`config.mk`:
```
export PLATFORM = sky130hd
export DESIGN_NAME = cache_fill_ctrl
export DESIGN_NICKNAME = d
export VERILOG_FILES = /design/src/rtl/cache_pkg.sv /design/src/rtl/cache_word_cnt.sv /design/src/rtl/cache_fill_ctrl.sv
export SDC_FILE = /design/constraint.sdc
export NUM_CORES = 1
export LEC_CHECK = 0
export ABC_AREA = 1
export CORE_ASPECT_RATIO = 2
export CORE_UTILIZATION = 38
export CTS_BUF_LIST = sky130_fd_sc_hd__clkbuf_16
export CTS_CLUSTER_SIZE = 20
export DETAILED_ROUTE_END_ITERATION = 16
export GPL_ROUTABILITY_DRIVEN = 0
export PLACE_DENSITY = 0.84
export SLEW_MARGIN = 20
export SYNTH_ARGS = -nofsm -noshare
export SYNTH_HDL_FRONTEND = slang
export SYNTH_HIERARCHICAL = 1
export SYNTH_SLANG_ARGS = --single-unit
```
`constraint.sdc`:
```
create_clock -name clk -period 2.77 [get_ports clk]
set_input_delay 0.554 -clock clk [delete_from_list [all_inputs] [get_ports clk]]
set_output_delay 0.554 -clock clk [all_outputs]
set_load 0.005 [all_outputs]
```
`src/rtl/cache_pkg.sv`:
```
// Shared types and geometry for the cache miss/fill controller.
// Blocks are 8 x 16-bit words; the word offset is addr[3:1].
package cache_pkg;
    localparam int ADDR_W        = 16;
    localparam int WORDS_PER_BLK = 8;
    localparam int OFFSET_W      = 3;
    localparam logic [ADDR_W-1:0] BLK_MASK = 16'hFFF0;

    typedef enum logic [1:0] {
        IDLE  = 2'd0,
        WRITE = 2'd1,
        FILL  = 2'd2,
        META  = 2'd3
    } fill_state_t;

    typedef enum logic {
        OWNER_I = 1'b0,
        OWNER_D = 1'b1
    } owner_t;
endpackage

```
`src/rtl/cache_word_cnt.sv`:
```
// Word counter for one block: counts 0..WORDS_PER_BLK and holds there.
// done is the saturated state; cnt is the word offset while counting.
module cache_word_cnt
    import cache_pkg::*;
(
    input  logic                clk,
    input  logic                rst_n,
    input  logic                clr,
    input  logic                en,
    output logic [OFFSET_W-1:0] cnt,
    output logic                done
);
    logic [OFFSET_W:0] val;

    always_ff @(posedge clk or negedge rst_n) begin
        if (!rst_n)
            val <= '0;
        else if (clr)
            val <= '0;
        else if (en && !val[OFFSET_W])
            val <= val + 1'b1;
    end

    assign cnt  = val[OFFSET_W-1:0];
    assign done = val[OFFSET_W];
endmodule

```
`src/rtl/cache_fill_ctrl.sv`:
```
// Miss/fill controller shared by I- and D-cache: owns the memory port,
// streams 8-word block fills into the missing cache and posts D-cache stores.
module cache_fill_ctrl
    import cache_pkg::*;
(
    input  logic              clk,
    input  logic              rst_n,
    input  logic              icache_miss,
    input  logic [ADDR_W-1:0] icache_addr,
    input  logic              dcache_miss,
    input  logic [ADDR_W-1:0] dcache_addr,
    input  logic              dcache_wr,
    input  logic [15:0]       dcache_wdata,
    input  logic [15:0]       mem_rdata,
    input  logic              mem_valid,
    output logic              mem_en,
    output logic              mem_wr,
    output logic [ADDR_W-1:0] mem_addr,
    output logic [15:0]       mem_wdata,
    output logic [ADDR_W-1:0] fsm_addr,
    output logic [15:0]       fsm_data,
    output logic              i_data_we,
    output logic              i_meta_we,
    output logic              d_data_we,
    output logic              d_meta_we,
    output logic              i_stall,
    output logic              d_stall
);
    fill_state_t       state, state_nxt;
    owner_t            owner, owner_nxt;
    logic [ADDR_W-1:0] blk_addr, blk_addr_nxt;
    logic [OFFSET_W-1:0] issue_cnt, recv_cnt;
    logic              issue_done, recv_done;
    logic              issue_en, recv_en, cnt_clr;

    cache_word_cnt u_issue_cnt (
        .clk   (clk),
        .rst_n (rst_n),
        .clr   (cnt_clr),
        .en    (issue_en),
        .cnt   (issue_cnt),
        .done  (issue_done)
    );

    cache_word_cnt u_recv_cnt (
        .clk   (clk),
        .rst_n (rst_n),
        .clr   (cnt_clr),
        .en    (recv_en),
        .cnt   (recv_cnt),
        .done  (recv_done)
    );

    always_ff @(posedge clk or negedge rst_n) begin
        if (!rst_n) begin
            state    <= IDLE;
            owner    <= OWNER_D;
            blk_addr <= '0;
        end else begin
            state    <= state_nxt;
            owner    <= owner_nxt;
            blk_addr <= blk_addr_nxt;
        end
    end

    always_comb begin
        state_nxt    = state;
        owner_nxt    = owner;
        blk_addr_nxt = blk_addr;
        mem_en       = 1'b0;
        mem_wr       = 1'b0;
        mem_addr     = '0;
        mem_wdata    = '0;
        fsm_addr     = '0;
        fsm_data     = '0;
        i_data_we    = 1'b0;
        i_meta_we    = 1'b0;
        d_data_we    = 1'b0;
        d_meta_we    = 1'b0;
        issue_en     = 1'b0;
        recv_en      = 1'b0;
        cnt_clr      = 1'b0;
        case (state)
            IDLE: begin
                // Store first, then D-miss, then I-miss.
                if (dcache_wr) begin
                    state_nxt = WRITE;
                end else if (dcache_miss) begin
                    owner_nxt    = OWNER_D;
                    blk_addr_nxt = dcache_addr & BLK_MASK;
                    state_nxt    = FILL;
                end else if (icache_miss) begin
                    owner_nxt    = OWNER_I;
                    blk_addr_nxt = icache_addr & BLK_MASK;
                    state_nxt    = FILL;
                end
            end
            WRITE: begin
                mem_en    = 1'b1;
                mem_wr    = 1'b1;
                mem_addr  = dcache_addr;
                mem_wdata = dcache_wdata;
                state_nxt = IDLE;
            end
            FILL: begin
                if (!issue_done) begin
                    mem_en   = 1'b1;
                    mem_addr = {blk_addr[ADDR_W-1:OFFSET_W+1], issue_cnt, 1'b0};
                    issue_en = 1'b1;
                end
                // Returned words are written straight through, in issue order.
                if (mem_valid && !recv_done) begin
                    recv_en  = 1'b1;
                    fsm_addr = {blk_addr[ADDR_W-1:OFFSET_W+1], recv_cnt, 1'b0};
                    fsm_data = mem_rdata;
                    if (owner == OWNER_D) d_data_we = 1'b1;
                    else                  i_data_we = 1'b1;
                    if (recv_cnt == OFFSET_W'(WORDS_PER_BLK - 1))
                        state_nxt = META;
                end
            end
            META: begin
                fsm_addr = blk_addr;
                if (owner == OWNER_D) d_meta_we = 1'b1;
                else                  i_meta_we = 1'b1;
                cnt_clr   = 1'b1;
                state_nxt = IDLE;
            end
            default: state_nxt = IDLE;
        endcase
    end

    assign d_stall = dcache_miss | dcache_wr | ((state != IDLE) && (owner == OWNER_D));
    assign i_stall = icache_miss | ((state != IDLE) && (owner == OWNER_I));
endmodule

```
======== Yosys cells after proc, flatten, opt, wreduce, memory -nomap -nowiden ========
Index checks and enable logic that the tools add are counted.
storage, ports and cells
  bits in registers ....................... 27
  bits of input ports ..................... 70
  output and inout port bits .............. 72
  word-level logic and storage cells ...... 70
cells by class
  add/sub/neg operators ................... 2
  equal/unequal tests ..................... 7
  mux-type cells .......................... 36
  bitwise operators ....................... 5
  reductions and logical operators ........ 15
operators by type and width
  operator                                                                number
  16-bit 2-to-1 mux                                                       7
  16-bit case mux with 2 select lines                                     2
  1-bit 2-to-1 mux                                                        16
  4-bit 2-to-1 mux                                                        4
  2-bit 2-to-1 mux                                                        5
  4-bit by 1-bit adder with 4-bit output (second input constant)          2
  2-bit nonzero test                                                      4
  2-bit case mux with 3 select lines                                      1
  3-bit AND reduction                                                     2
  1-bit logical AND                                                       5
  2-bit equality test (second input constant)                             2
  2-bit != test (second input constant)                                   2
  4-bit != test (second input constant)                                   1
  3-bit equality test (second input constant)                             1
  1-bit OR                                                                3
  2-bit by 1-bit equality test with 1-bit output (second input constant)  1
  1-bit zero test                                                         2
  2-bit zero test                                                         1
  1-bit NOT                                                               2
  1-bit case mux with 2 select lines                                      1
  2-bit OR reduction                                                      1

======== Logic depth before layout (Yosys ltp) ========
  word-level depth ........................ 7
  mapped depth ............................ 12
  depth with buffers taken out ............ 10

======== Modules after synthesis ========
The synthesis kept the hierarchy.
modules (own cells, without submodules)
  module           instances  cells an instance  area an instance (um^2)  sequential area each (um^2)
  cache_fill_ctrl  1          277                1540.2                   376.6
  cache_word_cnt   2          29                 214.0                    100.1

======== Worst setup path after synthesis ========
No wires, ideal clock.
  path kind ............................... reg-to-output
  from .................................... register state[0]
  to ...................................... output port mem_addr[14]
  arrival ................................. 1.266 ns
  required time ........................... 2.216 ns
  path slack .............................. 0.950 ns
  stages on the path, launching flop included .. 7
  path buffers ............................ 0
  cells stage by stage .................... dfrtp_1 -> inv_1 -> ha_1 -> inv_1 -> nor2_1 -> nand2_1 -> o21ai_0
on the way
  word-level cells in the longest chain between the ends .. 2
  elaborated cells between the ends (all ways) .. 3
  classes of those cells .................. eq/ne (2); mux (1)
ends and longest elaborated chain
  what                                                                                          line                   RTL
  start, declared                                                                               cache_fill_ctrl.sv:29  fill_state_t state, state_nxt;
  start signal, assigned                                                                        cache_fill_ctrl.sv:60  state <= state_nxt;
  2-bit equality test / 2-bit by 1-bit equality test with 1-bit output (equally long branches)  cache_fill_ctrl.sv:83  case (state)
  16-bit case mux with 2 select lines (*)                                                       cache_fill_ctrl.sv:83
  end, declared                                                                                 cache_fill_ctrl.sv:18  output logic [ADDR_W-1:0] mem_addr,
Mark *: on every way between the ends. The rest lies on a longest branch, timed or not.

======== Worst setup path in the final report ========
  from .................................... input port mem_valid
  to ...................................... output port fsm_addr[13]
on the way
  word-level cells in the longest chain between the ends .. 3
ends and longest elaborated chain
  what                                 line                    RTL
  start, declared                      cache_fill_ctrl.sv:15   input logic mem_valid,
  1-bit logical AND                    cache_fill_ctrl.sv:112  if (mem_valid && !recv_done) begin
  16-bit 2-to-1 mux                    cache_fill_ctrl.sv:112
  16-bit case mux with 2 select lines  cache_fill_ctrl.sv:83
  end, declared                        cache_fill_ctrl.sv:20   output logic [ADDR_W-1:0] fsm_addr,
No other way between the ends.

==> results.py <==
metrics = {
    "drt": {
        "wl_per_cell_um": 12.2,
        "drc": 0,
        "drt_iter0_drc": 53,
        "wl_mm": 6.46,
        "detail-route-antenna-nets": 0,
        "num_vias": 2509,
        "first_pass_iters": 4,
        "via_per_inst": 4.73,
    },
    "clock_tree": {
        "cts.path.max_buffers": 2,
        "clk_latency_ns": 0.26,
        "clk_pin_slew_ns": 0.06,
        "cts.htree.levels": 1,
        "cts_buffers": 3,
        "cts_sinks": 23,
        "hold_buffers": 0,
        "root_buffer": "clkbuf_16",
        "cts_tree": "yes",
    },
    "synthesis": {
        "synth_fp_nets": 412,
        "ys_seq_area_share_pct": 29.3,
        "netlist_instances": 335,
        "yosys_warnings": 6,
        "synth_cell_types": 23,
        "synth_area_um2": 1970,
        "syn_area_per_cell_um2": 5.88,
        "synth-seq-cells": 23,
    },
    "global_route": {
        "grt_pass1_vias": 2453,
        "grt_pass1_wl_mm": 10.6,
        "globalRouteTotalUtil_pct": 24.3,
        "antenna_found_initial": 0,
        "grt_overflow_total": 0,
        "grt_max_degree": 26,
    },
    "sta": {
        "fin_worst_skew_ns": 0.00564,
        "period_minus_slack_ns": 2.71,
        "relSlewSlack_pct": 66.2,
        "finalWorstSetupSlack_ns": 0.0603,
        "worstMarginPinSlew_ns": 0.506,
        "max_freq_mhz": 369,
        "finalCritPeriodShare_pct": 97.8,
        "finalHoldViolations": 0,
        "slew_violations": 0,
        "rsz0062_at_grt": "yes",
        "setup_violations": 0,
    },
    "final_layout": {
        "area_delta_synth_final_pct": 78.6,
        "nNetsFinal": 551,
        "stdcell_area_um2": 3520,
        "diodes": 0,
        "mostFrequentLayoutCells": "clkdlybuf4s50_1 (133), nand2_1 (97), nor2_1 (70)",
        "layout_commonest_cell": "clkdlybuf4s50_1",
        "drive_gt1_share_pct": 6.77,
    },
    "worst_setup_path": {
        "end_kind": "output pin",
        "startpoint_type": "input port",
        "rr_endpoint": "blk_addr[6]$_DFFE_PN0P_",
        "r2r_setup_slack_ns": 0.97,
        "worstPathMaxFanout": 6,
        "rr_startpoint": "state[0]$_DFFE_PN0P_",
        "worstSetupPathType": "in2out",
        "startpoint": "mem_valid",
        "crit_required_ns": 2.22,
        "arrival_ns": 2.16,
        "reg2reg_depth": 6,
        "crit_end": "fsm_addr[13]",
    },
    "floorplan": {
        "die_w_um": 52.9,
        "io_pins": 142,
        "core-area_um2": 4910,
        "num_rows": 36,
        "start_util_pct": 40.1,
        "die_h_um": 104,
        "fp.dieArea_um2": 5490,
    },
    "pwr": {
        "total_leakage_power_nw": 1.71,
        "powerDensity_nw_per_um2": 748,
        "ir_drop_mv": 0.657,
    },
    "placed_design": {
        "hpwl_mm": 5.16,
        "placed_cell_area_um2": 3390,
        "placement.io_buffers": 136,
        "place_ws_ns": 0.115,
    },
    "status": {
        "status": "finished clean",
    },
    "worst_hold_path": {
        "hp-class": "reg2reg",
    },
    "run": {
        "maxCapViolCount": 0,
    },
}
-- routing by layer --
metal  track usage (%)  wire, um  vias up
met4              5.08        19        0
met2              48.0      3740      103
met5                 0         0        -
li1                  -         -     1274
met1              25.2      2200     1130
met3              2.79       503        2
-- repair_timing --
item                                    4_1_cts  5_1_grt
resized for setup                             0       11
endpoints found under the setup margin        0       13
setup buffers                                 0        1
endpoints found under the hold margin         0        0
-- stage by stage --
| step | total power [mW] | utilization, % | hold WS, ns | std cells | TNS, ns |
|---|---|---|---|---|---|
| after floorplan | 1.48 | - | 0.258 | 335 | 0 |
| after global placement | 2.23 | 69.1 | 0.500 | 524 | 0 |
| after detailed placement | 2.27 | 69.1 | 0.506 | 524 | 0 |
| after CTS | 2.61 | 70.8 | 0.521 | 528 | 0 |
| after global routing | 2.86 | 71.6 | 0.537 | 530 | -0.0965 |
| final | 2.63 | 71.6 | 0.521 | 530 | 0 |
-- flip-flops by register name, indices dropped and copies added, names as in the netlist --
name / flops
owner: 1
u_issue_cnt/val: 4
u_recv_cnt/val: 4
blk_addr: 12
state: 2
-- worst max-delay path: stages --
cell	delay [ns]
clkdlybuf4s50_1	0.45
nand2_1	0.07
inv_2	0.06
nand2_2	0.06
nand2_4	0.09
clkinvlp_4	0.17
nor2_1	0.17
clkdlybuf4s50_1	0.52
-- logic make-up after synthesis --
logic type	share of synthesized area [%]
AND/OR/NAND/NOR	37.0
buffers and inverters	16.1
AO/OA/AOI/OAI	13.0
flip-flops	29.3
adder cells (fa/ha/maj)	4.45
other	0.191
-- synth_stat cells (all sizes together) --
cell type / count / share of area (%)
dfrtp: 22 / 28
o21bai: 1 / 0.38
nand4: 4 / 1.3
o21a: 11 / 4.2
clkbuf: 2 / 0.38
ha: 7 / 4.4
conb: 1 / 0.19
buf: 12 / 3.9
dfstp: 1 / 1.3
nand2: 100 / 19
o21ai: 14 / 3.6
nand3: 5 / 1.3
o211ai: 1 / 0.38
a21oi: 16 / 4.5
inv: 62 / 12
nor2: 76 / 15
-- power breakdown --
group / leakage [nW] / internal, mW / switching [mW] / total [mW]
Clock: 0.0371 / 0.196 / 0.123 / 0.319
Sequential: 0.272 / 0.494 / 0.161 / 0.655
Combinational: 1.40 / 0.830 / 0.824 / 1.65
Total: 1.71 / 1.52 / 1.11 / 2.63
-- how the worst min path moves through the flow --
| stage | startpoint | end | cells past startpoint |
|---|---|---|---|
| global route | blk_addr[11]$_DFFE_PN0P_ | blk_addr[11]$_DFFE_PN0P_ | 1 |
| CTS | blk_addr[11]$_DFFE_PN0P_ | blk_addr[11]$_DFFE_PN0P_ | 1 |
| detailed placement | blk_addr[11]$_DFFE_PN0P_ | blk_addr[11]$_DFFE_PN0P_ | 1 |
| global placement | blk_addr[11]$_DFFE_PN0P_ | blk_addr[11]$_DFFE_PN0P_ | 1 |
| finish | blk_addr[11]$_DFFE_PN0P_ | blk_addr[11]$_DFFE_PN0P_ | 1 |
| floorplan | rst_n | blk_addr[10]$_DFFE_PN0P_ | 0 |
-- layout make-up --
cell class / instances / area, um2
Timing Repair Buffer: 147 / 1450
Fill cell: 415 / 1390
Multi-Input combinational cell: 236 / 1090
Sequential cell: 23 / 577
Inverter: 62 / 236
Clock buffer: 3 / 75.1
Tap cell: 57 / 71.3
Clock inverter: 1 / 7.51
Timing Repair inverter: 1 / 7.51
(Power assumes the default switching activity.)
